## config.mk

```make
export PLATFORM = sky130hd
export DESIGN_NAME = ahb_resp_mux
export DESIGN_NICKNAME = d
export VERILOG_FILES = /design/src/rtl/ahb_resp_mux.sv
export SDC_FILE = /design/constraint.sdc
export NUM_CORES = 1
export LEC_CHECK = 0
export CAP_MARGIN = 25
export CORE_ASPECT_RATIO = 0.75
export CORE_MARGIN = 5
export CORE_UTILIZATION = 20
export DETAILED_ROUTE_END_ITERATION = 10
export PLACE_DENSITY = 0.76
export SETUP_SLACK_MARGIN = 0.1
export SKIP_LAST_GASP = 1
export SYNTH_ARGS = -nofsm -noshare
export SYNTH_HDL_FRONTEND = slang
export SYNTH_SLANG_ARGS = --single-unit
export TNS_END_PERCENT = 30
```

## constraint.sdc

```tcl
create_clock -name HCLK -period 1.3 [get_ports HCLK]
set_input_delay 0.26 -clock HCLK [delete_from_list [all_inputs] [get_ports HCLK]]
set_output_delay 0.26 -clock HCLK [all_outputs]
set_load 0.1 [all_outputs]
```

## src/rtl/ahb_resp_mux.sv

```systemverilog
// AHB-Lite slave response multiplexer with a built-in default slave.
// Routes the selected slave's data-phase response to the master and answers unmapped transfers with a two-cycle ERROR.
module ahb_resp_mux #(
    parameter int NSLV = 3,
    parameter int DW   = 32
) (
    input  logic               HCLK,
    input  logic               HRESETn,
    input  logic [NSLV-1:0]    HSEL,
    input  logic [1:0]         HTRANS,
    input  logic [NSLV*DW-1:0] HRDATA_S,
    input  logic [NSLV-1:0]    HREADYOUT_S,
    input  logic [NSLV-1:0]    HRESP_S,
    output logic [DW-1:0]      HRDATA,
    output logic               HREADY,
    output logic               HRESP,
    output logic               SEL_ERR
);

    typedef enum logic [1:0] {
        ST_IDLE = 2'd0,
        ST_ERR1 = 2'd1,
        ST_ERR2 = 2'd2
    } state_t;

    // Saturating count of set select bits: 0, 1, or 2 meaning "two or more".
    function automatic logic [1:0] sel_count(input logic [NSLV-1:0] sel);
        logic [1:0] cnt;
        cnt = 2'd0;
        for (int i = 0; i < NSLV; i++) begin
            cnt = (cnt == 2'd2) ? 2'd2 : (cnt + {1'b0, sel[i]});
        end
        return cnt;
    endfunction

    state_t          r_state;
    state_t          w_state_nxt;
    logic [NSLV-1:0] r_dsel;
    logic [NSLV-1:0] w_dsel_nxt;
    logic            r_sel_err;
    logic [1:0]      w_sel_cnt;
    logic            w_onehot;
    logic            w_multi;
    logic            w_xfer;
    logic            w_unmapped;
    logic            w_unused_htrans;

    assign w_sel_cnt       = sel_count(HSEL);
    assign w_onehot        = (w_sel_cnt == 2'd1);
    assign w_multi         = (w_sel_cnt == 2'd2);
    assign w_xfer          = HTRANS[1];
    assign w_unmapped      = w_xfer & ~w_onehot;
    assign w_unused_htrans = HTRANS[0];
    assign SEL_ERR         = r_sel_err;

    // FSM state register.
    always_ff @(posedge HCLK or negedge HRESETn) begin
        if (!HRESETn) begin
            r_state <= ST_IDLE;
        end else begin
            r_state <= w_state_nxt;
        end
    end

    // FSM next state; ERR2 always has HREADY=1 so it samples every cycle.
    always_comb begin
        w_state_nxt = r_state;
        case (r_state)
            ST_IDLE: begin
                if (HREADY && w_unmapped) begin
                    w_state_nxt = ST_ERR1;
                end else begin
                    w_state_nxt = ST_IDLE;
                end
            end
            ST_ERR1: w_state_nxt = ST_ERR2;
            ST_ERR2: begin
                if (w_unmapped) begin
                    w_state_nxt = ST_ERR1;
                end else begin
                    w_state_nxt = ST_IDLE;
                end
            end
            default: w_state_nxt = ST_IDLE;
        endcase
    end

    // Data-phase select: loads only a one-hot select, holds across wait states.
    always_comb begin
        w_dsel_nxt = r_dsel;
        if (HREADY) begin
            if (w_onehot) begin
                w_dsel_nxt = HSEL & {NSLV{w_xfer}};
            end else begin
                w_dsel_nxt = {NSLV{1'b0}};
            end
        end else begin
            w_dsel_nxt = r_dsel;
        end
    end

    // Data-phase select and sticky multi-hot flag registers.
    always_ff @(posedge HCLK or negedge HRESETn) begin
        if (!HRESETn) begin
            r_dsel    <= {NSLV{1'b0}};
            r_sel_err <= 1'b0;
        end else begin
            r_dsel    <= w_dsel_nxt;
            r_sel_err <= r_sel_err | (HREADY & w_xfer & w_multi);
        end
    end

    // Read-data AND-OR mux; yields zero when nothing is selected.
    always_comb begin
        HRDATA = {DW{1'b0}};
        for (int i = 0; i < NSLV; i++) begin
            HRDATA = HRDATA | (HRDATA_S[i*DW +: DW] & {DW{r_dsel[i]}});
        end
    end

    // Ready/response outputs: default-slave states override the selected slave.
    always_comb begin
        HREADY = 1'b1;
        HRESP  = 1'b0;
        case (r_state)
            ST_ERR1: begin
                HREADY = 1'b0;
                HRESP  = 1'b1;
            end
            ST_ERR2: begin
                HREADY = 1'b1;
                HRESP  = 1'b1;
            end
            ST_IDLE: begin
                if (r_dsel != {NSLV{1'b0}}) begin
                    HREADY = |(HREADYOUT_S & r_dsel);
                    HRESP  = |(HRESP_S & r_dsel);
                end else begin
                    HREADY = 1'b1;
                    HRESP  = 1'b0;
                end
            end
            default: begin
                HREADY = 1'b1;
                HRESP  = 1'b0;
            end
        endcase
    end

endmodule

```

### Word-level counts from Yosys, hierarchy flattened

Cells that the tools add are included.

* add/sub/neg operators: 2
* equal/unequal tests: 5
* muxes and demuxes: 9
* bitwise gates (word level): 13
* reduce and logical (&&, ||, !) cells: 6

Operators by type and width (count)
* $and 32x32->32: 3
* $or 32x32->32: 2
* $and 3x3->3: 3
* $eq 2x2->1 const B: 3
* $pmux 2 s3: 1
* $reduce_or 3->1: 2
* $eq 2x1->1 const B: 2
* $mux 1: 4
* $pmux 1 s2: 2
* $and 1x1->1: 3
* $mux 3: 1
* $reduce_bool 3->1: 1
* $add 1x1->2: 1
* $add 2x1->2: 1
* $logic_not 2->1: 1
* $mux 2: 1
* $reduce_or 2->1: 1
* $logic_and 1x1->1: 1
* $not 1->1: 1
* $or 1x1->1: 1

* register bits after elaboration: 6
* input port bits: 109
* output and inout port bits: 35

### Logic depth before layout (Yosys ltp)

* depth in word-level cells: 9
* gate-level depth with buffers: 5
* depth with buffers taken out: 5

### Worst setup path before layout

No wires, ideal clock.

* path type: register to register
* start: register r_dsel[0]
* end: register r_dsel[0]
* arrival: 2.106 ns
* required time: 1.215 ns
* path slack: -0.891 ns
* cell stages (with the launch flop): 5
* path buffers: 1
* period minus slack after synthesis: 2.191 ns
* cell sequence: dfrtp_1 -> buf_6 -> o31a_1 -> a21oi_2 -> mux2i_1

* longest elaborated chain between the ends: 4

Ends and longest elaborated chain
* start, declared: line 38 `logic [NSLV-1:0] r_dsel;`
* start signal, assigned: line 105 `r_dsel <= {NSLV{1'b0}};`
* start signal, assigned: line 108 `r_dsel <= w_dsel_nxt;`
* $and 3x3->3: line 136 `HREADY = |(HREADYOUT_S & r_dsel);`
* $reduce_or 3->1: line 136
* $mux 1 (*): line 135 `if (r_dsel != {NSLV{1'b0}}) begin`
* $pmux 1 s2 (*): line 125 `case (r_state)`
* via HREADY: line 15 `output logic HREADY,`

Mark *: on every way through the listed nets, which the timed path passes. The rest lies on a longest branch.
A chain may end at the register's enable or synchronous reset.

### Worst setup path in the final report

* start: register r_dsel[0]
* end: output HRDATA[18]

* longest elaborated chain between the ends: 3

Ends and longest elaborated chain
* $and 32x32->32: line 117 `HRDATA = HRDATA | (HRDATA_S[i*DW +: DW] & {DW{r_dsel[i]}});`
* $or 32x32->32 (2 in a row): line 117
* end, declared: line 14 `output logic [DW-1:0] HRDATA,`

Every way passes these cells.

==> run metrics <==
clock tree from TritonCTS=done; final setup violation count=39; Vias per Instance=4.81; number of routed nets with antenna violations=0; Worst Path Required=1040 ps; TritonCTS Buffers=3; Crit Path Category=register to output pin; Post-Synth XOR/XNOR Area=0; final design utilization=0.662; Vert. Die Dim=68.5 um; largest net degree at the start of global routing=20; complex-gate fraction of the synthesized area=0.437; starting density of the core=0.206; critical-path maximum fanout=19; Std-Cell Core Area=4440 sq um; All-Layer GR Usage=0.161; f_max=0.563 GHz; startpoint type of the worst setup path=register; fraction of the yosys area taken by sequential cells=0.164; transition at the pin with the smallest max-transition slack=381 ps; number of distinct library cell variants in the gate-level netlist after synthesis=17; Slew Limit Headroom=0.746; antenna violations before repair=0; primary flip-flop cell chosen by synthesis mapping=dfrtp_1; Net count, final=387; time the worst path needs with I/O delays and setup=1780 ps; first-pass GRT wire length=7.56 mm; cell area after synthesis=913 sq um; largest family of logic cells by synthesized area=compound AO/OA/AOI/OAI gates; Yosys warnings=0; clk sinks=6; cell type with the highest aggregate area in the netlist=a222oi_1; Skew-Pair Late Insertion Delay=220 ps; number of port buffers=142; Synth top cells by count=inv_1, a222oi_1, clkbuf_1, dfrtp_1, ha_1; final hold violation count=0; total inserted antenna cells=0; CP arrival=1520 ps; Cell Pwr Density=1230 nW/um^2; Detailed Routing Iterations Pass 1=7; routed length per instance=16.3 um; average instance area after synthesis=7.87 sq um; filler-free cell count of the finished design=327; number of hold-repair buffers added at the cts stage=0; net count of the mapped netlist=231; leading cell types by total area after synthesis=a222oi_1, inv_1, dfrtp_1; unrepaired setup endpoints after global routing=yes; final worst-path setup slack=-476 ps; total DRC errors in the routed layout=0; grt total ovfl=0; Vias=1574; clock root buffer=clkbuf_8; final total power=3.63 mW; max-slew violation count=0; post-CTS clock slew at the launch and capture registers of the worst setup and hold paths=40 ps; Worst Setup End Kind=output pin; simple-gate area share of the yosys netlist=0.0370; fraction of layout instances using a drive strength above 1=0.344; die area=6030 sq um; share of the synthesized area in the top cell type=0.373; final sum of negative setup slack=-15620 ps; x dimension of the die=88.0 um; number of flops mapped to enable cells by yosys=0; mux contribution to synthesized area=0.0329; Routability Congestion=0.754; Post-Place Worst Slack=-764 ps; worst-case clock buffer depth=2; Worst VDD drop=0.975 mV; dominant cell by count in the synthesized netlist=inv_1; Yosys reg bits=6; worst slack on hold paths=274 ps; synthesized netlist cell count=116; worst hold path type=input pin to asynchronous set/reset pin; Std-Cell Rows=21; post-synthesis to final-layout area growth=222%; proportion of synthesized flip-flops having asynchronous set or reset=1.00; outcome=complete, but fails checks; Setup Skew=4.35 ps; Starting DRT DRC Count=131; Cell Area, Placed=2860 sq um; number of maximum-capacitance constraint violations=0; number of global-route vias before repair=1578; violations in the final reports=setup timing; Pleak=1.35 nW; io pins=144; count of placed standard cells including taps=323; final instance area=2940 sq um; sum of routed wire length over all layers=5.34 mm; area share of fa/ha/maj cells after synthesis=0.0904; total half-perimeter wirelength after legalization and detailed placement=4.56 mm; final critical-path share of the clock period=1.37; H-tree levels=1
state kept, by name (all words and copies together) (netlist names):
name     cells
r_dsel       3
r_state      2
SEL_ERR      1
per-layer routing:
metal / routed length [um] / share of wire / global-route usage / vias to the layer above
met3: 599 / 0.11 / 0.0392 / 8
met4: 72 / 0.013 / 0.0396 / 0
li1: - / - / - / 760
met2: 2670 / 0.50 / 0.305 / 98
met5: 0 / 0 / 0 / -
met1: 2000 / 0.37 / 0.184 / 708
cell families after synthesis:
group	Yosys count
adder cells (fa/ha/maj)	6
AO/OA/AOI/OAI	41
multiplexers	3
AND/OR/NAND/NOR	6
flip-flops	6
buffers and inverters	54
layout by cell type, fill, tap and decap left out, types with 4 or more instances in the layout:
cell type / Yosys / final
inv_2: 0 / 29
buf_4: 0 / 15
ha_1: 5 / 5
inv_1: 42 / 13
a222oi_1: 34 / 34
buf_6: 2 / 5
clkdlybuf4s50_1: 0 / 104
buf_12: 0 / 35
dfrtp_1: 6 / 4
layout make-up:
type / count / area (sq um)
Clock buffer: 3 / 41.3
Fill cell: 363 / 1500
Inverter: 42 / 158
Multi-Input combinational cell: 56 / 563
Sequential cell: 6 / 153
Tap cell: 57 / 71.3
Timing Repair Buffer: 163 / 1950
path summary, 6_finish.rpt:
check                                   to  slack, ps  cells after the start       from
min in group HCLK                  SEL_ERR        540                      1    SEL_ERR
worst min register to register     SEL_ERR        540                      1    SEL_ERR
worst min-delay path               SEL_ERR        270                      1    HRESETn
max in group asynchronous        r_dsel[0]        800                      1    HRESETn
worst max-delay path            HRDATA[18]       -480                      4  r_dsel[0]
worst max register to register   r_dsel[0]       -240                      5  r_dsel[1]
power by group:
part	internal, mW	switching, mW	leakage, nW
Clock	0.198	0.0727	0.0216
Sequential	0.222	0.0284	0.0729
Combinational	1.33	1.77	1.25
Total	1.75	1.88	1.35
worst max-delay path: stages (launching register included):
cell      delay [ps]
dfrtp_2          450
buf_8            180
a222oi_1         400
inv_2             80
buf_12           180
timing repair:
item | 4_1_cts | 5_1_grt
gates resized for setup | 9 | 3
pin swaps | 6 | 8
buffers inserted | 0 | 1
setup endpoints to repair | 39 | 39
(Power assumes the default switching activity.)
